### src/rtl/time_set_ctrl.sv
// -----------------------------------------------------------------------------
// time_set_ctrl
//   Owns the HH:MM:SS wall-clock registers. The 1 Hz tick advances them, and the
//   debounced hour and minute set buttons are turned into increment commands.
//   A press gives one increment. Holding the button then gives auto-repeat
//   increments. The hour button has fixed priority over the minute button.
//
// Configuration macro:
//   TIME_SET_AUTO_REPEAT_EN  defined   -> hold-to-auto-repeat is enabled
//                            undefined -> one increment per press only
//
// Parameters:
//   HOLD_CYCLES    cycles a button stays held before auto-repeat starts
//   REPEAT_CYCLES  cycles between auto-repeat increments
//   CNT_W          width of the hold/repeat counter
//
// Ports:
//   Clk_100M    in   system clock
//   Reset       in   synchronous active-high reset
//   hour_btn    in   debounced hour-set level
//   min_btn     in   debounced minute-set level
//   sec_tick    in   one-cycle 1 Hz pulse
//   hours       out  0..23, registered
//   minutes     out  0..59, registered
//   seconds     out  0..59, registered
//   set_active  out  high while a set button owns the controller, registered
// -----------------------------------------------------------------------------
module time_set_ctrl #(
   parameter int unsigned HOLD_CYCLES   = 50_000_000,
   parameter int unsigned REPEAT_CYCLES = 20_000_000,
   parameter int unsigned CNT_W         = 26
) (
   input  logic       Clk_100M,
   input  logic       Reset,
   input  logic       hour_btn,
   input  logic       min_btn,
   input  logic       sec_tick,
   output logic [4:0] hours,
   output logic [5:0] minutes,
   output logic [5:0] seconds,
   output logic       set_active
);

   localparam logic [1:0] ST_IDLE      = 2'd0;
   localparam logic [1:0] ST_HOUR_HELD = 2'd1;
   localparam logic [1:0] ST_MIN_HELD  = 2'd2;

   // Reject parameter sets the counter cannot represent.
   if ((CNT_W < $clog2(HOLD_CYCLES)) || (REPEAT_CYCLES == 32'd0) ||
       (REPEAT_CYCLES >= HOLD_CYCLES)) begin : g_bad_params
      $error("time_set_ctrl: inconsistent HOLD_CYCLES/REPEAT_CYCLES/CNT_W");
   end

   // Hour increment with 23 -> 0 wrap.
   function automatic logic [4:0] inc_hour(input logic [4:0] h);
      return (h == 5'd23) ? 5'd0 : h + 5'd1;
   endfunction

   // Minute/second increment with 59 -> 0 wrap.
   function automatic logic [5:0] inc_sixty(input logic [5:0] v);
      return (v == 6'd59) ? 6'd0 : v + 6'd1;
   endfunction

   logic [1:0] state_r;
   logic [1:0] state_s;
   logic [4:0] hours_s;
   logic [5:0] minutes_s;
   logic [5:0] seconds_s;
   logic       hour_prev_r;
   logic       min_prev_r;
   // An armed bit is set once its button has been seen low. A button that is
   // still held through reset therefore needs a fresh press.
   logic       hour_armed_r;
   logic       min_armed_r;
   logic       hour_rise_s;
   logic       min_rise_s;

   assign hour_rise_s = hour_btn & ~hour_prev_r & hour_armed_r;
   assign min_rise_s  = min_btn  & ~min_prev_r  & min_armed_r;

`ifdef TIME_SET_AUTO_REPEAT_EN
   // The counter holds the number of cycles held, with the press cycle as 1.
   // A repeat fires when the counter reaches HOLD_CYCLES-1. It then reloads so
   // that the next repeat fires REPEAT_CYCLES later.
   localparam logic [CNT_W-1:0] CNT_ONE    = CNT_W'(32'd1);
   localparam logic [CNT_W-1:0] CNT_LAST   = CNT_W'(HOLD_CYCLES - 32'd1);
   localparam logic [CNT_W-1:0] CNT_RELOAD = CNT_W'(HOLD_CYCLES - REPEAT_CYCLES);

   logic [CNT_W-1:0] cnt_r;
   logic [CNT_W-1:0] cnt_s;
   logic             repeat_hit_s;

   assign repeat_hit_s = (cnt_r == CNT_LAST);
`endif

   // Next-state and next-time computation. Priority: release, then set, then tick.
   always_comb begin
      state_s   = state_r;
      hours_s   = hours;
      minutes_s = minutes;
      seconds_s = seconds;
`ifdef TIME_SET_AUTO_REPEAT_EN
      cnt_s     = cnt_r;
`endif
      case (state_r)
         ST_IDLE: begin
            if (hour_rise_s) begin
               // Hour wins a simultaneous rise. A coincident tick is dropped.
               state_s = ST_HOUR_HELD;
               hours_s = inc_hour(hours);
`ifdef TIME_SET_AUTO_REPEAT_EN
               cnt_s   = CNT_ONE;
`endif
            end else if (min_rise_s && !hour_btn) begin
               state_s   = ST_MIN_HELD;
               minutes_s = inc_sixty(minutes);
               seconds_s = 6'd0;
`ifdef TIME_SET_AUTO_REPEAT_EN
               cnt_s     = CNT_ONE;
`endif
            end else if (sec_tick) begin
               seconds_s = inc_sixty(seconds);
               if (seconds == 6'd59) begin
                  minutes_s = inc_sixty(minutes);
                  if (minutes == 6'd59) begin
                     hours_s = inc_hour(hours);
                  end else begin
                     hours_s = hours;
                  end
               end else begin
                  minutes_s = minutes;
               end
            end else begin
               state_s = ST_IDLE;
            end
         end
         ST_HOUR_HELD: begin
            if (!hour_btn) begin
               state_s = ST_IDLE;
`ifdef TIME_SET_AUTO_REPEAT_EN
            end else if (repeat_hit_s) begin
               hours_s = inc_hour(hours);
               cnt_s   = CNT_RELOAD;
            end else begin
               cnt_s   = cnt_r + CNT_ONE;
`else
            end else begin
               state_s = ST_HOUR_HELD;
`endif
            end
         end
         ST_MIN_HELD: begin
            if (!min_btn) begin
               state_s = ST_IDLE;
`ifdef TIME_SET_AUTO_REPEAT_EN
            end else if (repeat_hit_s) begin
               minutes_s = inc_sixty(minutes);
               seconds_s = 6'd0;
               cnt_s     = CNT_RELOAD;
            end else begin
               cnt_s     = cnt_r + CNT_ONE;
`else
            end else begin
               state_s = ST_MIN_HELD;
`endif
            end
         end
         default: begin
            state_s = ST_IDLE;
         end
      endcase
   end

   // State, time, button-history and output registers.
   always_ff @(posedge Clk_100M) begin
      if (Reset) begin
         state_r      <= ST_IDLE;
         hours        <= 5'd0;
         minutes      <= 6'd0;
         seconds      <= 6'd0;
         set_active   <= 1'b0;
         hour_prev_r  <= 1'b0;
         min_prev_r   <= 1'b0;
         hour_armed_r <= 1'b0;
         min_armed_r  <= 1'b0;
      end else begin
         state_r      <= state_s;
         hours        <= hours_s;
         minutes      <= minutes_s;
         seconds      <= seconds_s;
         set_active   <= (state_s != ST_IDLE);
         // History updates every cycle. A rise of the locked-out button is
         // absorbed here and is not replayed after the owner releases.
         hour_prev_r  <= hour_btn;
         min_prev_r   <= min_btn;
         hour_armed_r <= hour_armed_r | ~hour_btn;
         min_armed_r  <= min_armed_r | ~min_btn;
      end
   end

`ifdef TIME_SET_AUTO_REPEAT_EN
   // Hold/repeat counter.
   always_ff @(posedge Clk_100M) begin
      if (Reset) begin
         cnt_r <= '0;
      end else begin
         cnt_r <= cnt_s;
      end
   end
`endif

endmodule

### config.mk
export PLATFORM = sky130hd
export DESIGN_NAME = time_set_ctrl
export DESIGN_NICKNAME = d
export VERILOG_FILES = /design/src/rtl/time_set_ctrl.sv
export SDC_FILE = /design/constraint.sdc
export NUM_CORES = 1
export LEC_CHECK = 0
export ABC_AREA = 1
export BUFFER_PORTS_ARGS = -buffer_cell sky130_fd_sc_hd__buf_2
export CORE_ASPECT_RATIO = 1.75
export CORE_MARGIN = 3
export CORE_UTILIZATION = 45
export CTS_BUF_LIST = sky130_fd_sc_hd__clkbuf_4
export CTS_CLUSTER_DIAMETER = 60
export DETAILED_ROUTE_END_ITERATION = 7
export PLACE_DENSITY = 0.67
export SYNTH_ARGS = -nofsm -noshare
export SYNTH_HDL_FRONTEND = slang
export SYNTH_SLANG_ARGS = --single-unit
### constraint.sdc
create_clock -name Clk_100M -period 3.91 [get_ports Clk_100M]
set_input_delay 0.391 -clock Clk_100M [delete_from_list [all_inputs] [get_ports Clk_100M]]
set_output_delay 0.391 -clock Clk_100M [all_outputs]
set_load 0.005 [all_outputs]
Word-level counts from Yosys, hierarchy flattened
Cells that the tools add are included.
{"block": "word_totals", "register_bits": 24, "in_bits": 5, "output_inout_bits": 18, "elab_cells": 60}
{"block": "op_classes", "add_sub_neg": 3, "n_eq_ne": 6, "muxes": 19, "n_bitwise": 11, "n_reduce_logical": 12}
{"cell": "$mux W6", "count": 7}
{"cell": "$mux W5", "count": 6}
{"cell": "$add A6 B1 Y6 const B", "count": 2}
{"cell": "$eq A6 B6 Y1 const B", "count": 2}
{"cell": "$reduce_bool A2 Y1", "count": 6}
{"cell": "$mux W2", "count": 4}
{"cell": "$pmux W2 S3", "count": 1}
{"cell": "$add A5 B1 Y5 const B", "count": 1}
{"cell": "$eq A5 B5 Y1 const B", "count": 1}
{"cell": "$not A1 Y1", "count": 5}
{"cell": "$reduce_and A5 Y1", "count": 1}
{"cell": "$and A1 B1 Y1", "count": 4}
{"cell": "$reduce_and A4 Y1", "count": 1}
{"cell": "$reduce_and A3 Y1", "count": 1}
{"cell": "$eq A2 B1 Y1 const B", "count": 1}
{"cell": "$eq A2 B2 Y1 const B", "count": 1}
{"cell": "$logic_not A2 Y1", "count": 1}
{"cell": "$ne A2 B2 Y1 const B", "count": 1}
{"cell": "$or A1 B1 Y1", "count": 2}
{"cell": "$logic_and A1 B1 Y1", "count": 1}
{"cell": "$logic_not A1 Y1", "count": 1}
{"cell": "$mux W1", "count": 1}

Logic depth before layout (Yosys ltp)
{"block": "logic_depth", "ltp_word": 8, "ltp_mapped": 9, "ltp_nobuf": 9}

Worst setup path before layout
OpenSTA, ideal clock, no wires.
{"block": "synth_timing", "path_kind": "register -> register", "start": "register minutes[0]", "end": "register hours[2]", "setup_time_ns": 0.133, "arrival_time_ns": 1.190, "required_time_ns": 3.777, "slack_ns": 2.587, "path_stages_with_launch": 9, "n_path_buf": 0, "synth_period_minus_slack_ns": 1.323, "cell_sequence": "dfxtp_1 > ha_1 > nand3_1 > nor2_4 > nand3_2 > nand2_4 > nand2_1 > nand2_1 > a21oi_2"}
{"block": "synth_between", "elab_chain_cells": 3}
{"element": "start: declaration", "line_no": "39", "source": "output logic [5:0] minutes,"}
{"element": "start signal: assignment", "line_no": "189", "source": "minutes <= minutes_s;"}
{"element": "$eq A6 B6 Y1", "line_no": "125", "source": "if (minutes == 6'd59) begin"}
{"element": "$reduce_bool A2 Y1 (no line)"}
{"element": "$reduce_and A5 Y1 (no line)"}
{"element": "end signal: assignment", "line_no": "188", "source": "hours <= hours_s;"}
{"element": "end: declaration", "line_no": "38", "source": "output logic [4:0] hours,"}
Every way passes these cells.
A chain may end at the register's enable or synchronous reset.

Final worst setup path
{"block": "layout_timing", "start": "register seconds[0]", "end": "register minutes[0]"}
{"block": "layout_between", "elab_chain_cells": 3}
{"element": "start: declaration", "line_no": "40", "source": "output logic [5:0] seconds,"}
{"element": "start signal: assignment", "line_no": "190", "source": "seconds <= seconds_s;"}
{"element": "$eq A6 B6 Y1", "line_no": "123", "source": "if (seconds == 6'd59) begin"}
{"element": "$reduce_bool A2 Y1 (no line)"}
{"element": "$reduce_and A4 Y1 (no line)"}
Every way passes these cells.

==> results.md <==
* CTS tree: yes
* GRT Total Usage at 0.159
* Final core utilization at 0.532
* Vias per inst at roughly 5.3
* DRC violations left at 0
* Post-CTS setup buffer count at 0
* Yosys reg bits at 24
* EDFF count, synth at 0
* # setup viols final at 0
* Crit path arrival time at roughly 1700 ps
* Synth async-reset ratio at 0
* Critical Path Fanout Max at 7
* Initial Util at 0.472
* Relative slew slack at 0.716
* Final Cycle Share at 0.368
* Crit path capture type: flip-flop
* Reg2reg end: minutes[0]
* Hold path depth at 3
* WP data required at 4170 ps
* Total CTS buffers at 3
* Hold crit path type: in2reg
* Status: complete, no violations
* Die X at 46.4 microns
* Worst VDD drop at around 0.19 mV
* Grt ovf at 0
* Worst-path clk slew at 120 ps
* Drt pass-1 iters at 4
* Final hold violations at 0
* Max Cap Viol at 0
* CP Launch Type: flip-flop
* Worst Hold Path EP: min_prev_r
* Hold buffers post-CTS at 0
* Worst skew pair latency at slightly above 300 ps
* Post-DR wirelength/cell at 11.3 microns
* DPL Wire Length at 2000 microns
* Post-route ant nets at 0
* Cell Rows at 25
* Syn_nets at 180
* CP Buf/Inv Count at 0
* First-pass GRT wire length at 4370 microns
* Fillers at roughly 250
* Netlist Area Pre-Place at 0.00128 sq mm
* Clock Tree Root: clkbuf_4
* Die ar. at 0.00356 sq mm
* Die height at about 77 microns
* Inserted Diodes at 0
* CP Cell Sequence: ha_1 -> nand3_1 -> nor2_2 -> nor2_2 -> nor2_4 -> nand3_1 -> a21oi_2
* Max Buffers Root-to-Sink at 2
* DRT Wirelength at 2520 microns
* Clk_skew at 1.37 ps
* CTS sink cnt at 24
* Crit Reg-Reg Startpoint: seconds[0]
* Syn_area_per_cell at 7.47 sq um
* Leading area contributor after synthesis: dfxtp_1
* Largest net degree at the start of global routing at 13
* Gp weighted congestion at around 0.76
* Max-slew violations at 0
* Unrepaired setup endpoints after global routing: no
* Worst-Margin Slew at 425 ps
* Vias in the first global route at 1093
* Leakage at 0.000614 uW
* Kind of critical path: reg2reg
* P&R area growth vs syn at 12.7%
* NumNets Final at 206
* Initial antenna violation count at 0
* Resized cells post-CTS at 0
* Post-route setup TNS at 0 ps
* Fin crit period at 1440 ps
* FF-to-FF path depth at 7
* H-tree levels at 1
* Worst reg-to-reg setup slack at roughly 2500 ps
* Top post-synthesis cells by count: 31 x nand2_1, 24 x dfxtp_1, 19 x nor2_1, 16 x inv_1, 14 x nand3_1
* Yosys top cell area share at 0.374
* Port Buffers at 22
* Fmax at 696 MHz
* CP top delay family: simple AND/OR/NAND/NOR gates
* Ports at 23
* Post-Synthesis Cells at 172
* Distinct cells, synth at 29
* Slowest CP cell: dfxtp_1
* 1st-iter DRT viols at 24
* Top post-synthesis cells by area: dfxtp_1 37%, nand2_1 9.1%, nor2_1 5.6%
* Main synth FF type: dfxtp_1
* Core Box Area at 0.00272 sq mm
* Synthesis Warnings at 0
* Via count at about 1200
* Count leader, synth: nand2_1
* Worst path max stage delay at 420 ps
* Ratio of cells with drive above 1 in the final layout at 0.306
* PwrDens at 300 mW/mm^2
* Hold Crit Start: min_btn
* Register area share after synthesis at 0.374
==> cell type report <==
class	instances	area, sq um	area share
Clock buffer	3	22.5	0.0156
Multi-Input combinational cell	124	712	0.492
Sequential cell	24	480	0.332
Timing Repair Buffer	22	110	0.0761
Inverter	23	88.8	0.0614
Tap cell	27	33.8	0.0233
==> cell families after synthesis <==
family | synth area share
AO/OA/AOI/OAI | 0.120
XOR/XNOR | 0.0205
adder cells (fa/ha/maj) | 0.0292
buffers and inverters | 0.0721
flip-flops | 0.374
AND/OR/NAND/NOR | 0.385
==> worst register-to-register path, stage by stage, from the launching register on <==
cell and delay [ps]:
dfxtp_1 420, ha_1 210, nand3_1 110, nor2_2 150, nor2_2 80, nor2_4 180
nand3_1 120, a21oi_2 120
==> worst max path at each step <==
stage,startpoint,end,slack (ps),depth (start not counted)
after floorplan,minutes[0],hours[2],2590,8
after global placement,minutes[0],hours[2],2490,8
after detailed placement,minutes[0],hours[1],2480,8
after CTS,seconds[0],minutes[0],2450,7
after global routing,seconds[0],minutes[0],2300,7
final,seconds[0],minutes[0],2470,7
==> routing by layer <==
metal	GRT usage	vias up	part of all wire
met5	0	-	0
met1	0.167	549	0.40
met2	0.286	21	0.54
met4	0.0741	0	0.018
met3	0.0211	4	0.035
li1	-	598	-
==> registers in the layout (all words and copies together) (netlist names) <==
register / cells
hour_armed_r: 1
min_prev_r: 1
minutes: 6
hours: 5
seconds: 6
state_r: 2
min_armed_r: 1
hour_prev_r: 1
set_active: 1
==> power by group <==
| group | internal [uW] | switching, uW | leakage [uW] |
|---|---|---|---|
| clock network | 36.0 | 69.1 | 0.0000138 |
| registers | 255 | 7.84 | 0.000196 |
| logic | 24.0 | 42.0 | 0.000405 |
==> stage by stage <==
stage / hold slack [ps] / cell area (sq um) / setup WS, ps / std cells / total power (uW)
2_1_floorplan: 426 / 1280 / 2590 / 172 / 315
5_1_grt: 307 / 1450 / 2300 / 223 / 458
4_1_cts: 320 / 1450 / 2450 / 223 / 440
3_5_place_dp: 457 / 1430 / 2480 / 220 / 335
3_3_place_gp: 438 / 1430 / 2490 / 220 / 331
6_report: 331 / 1450 / 2470 / 223 / 434
==> cells in the final DEF, fill, tap and decap left out, drive strengths merged, types with 2 or more instances in the layout <==
cell type,instances
a21oi,13
xnor2,2
nand3,17
or2,2
buf,22
o21ai,11
dfxtp,24
ha,3
inv,22
nor3,3
nand2,39
nor2,30
clkbuf,3
Note: power is estimated with default switching activity, not from simulation.
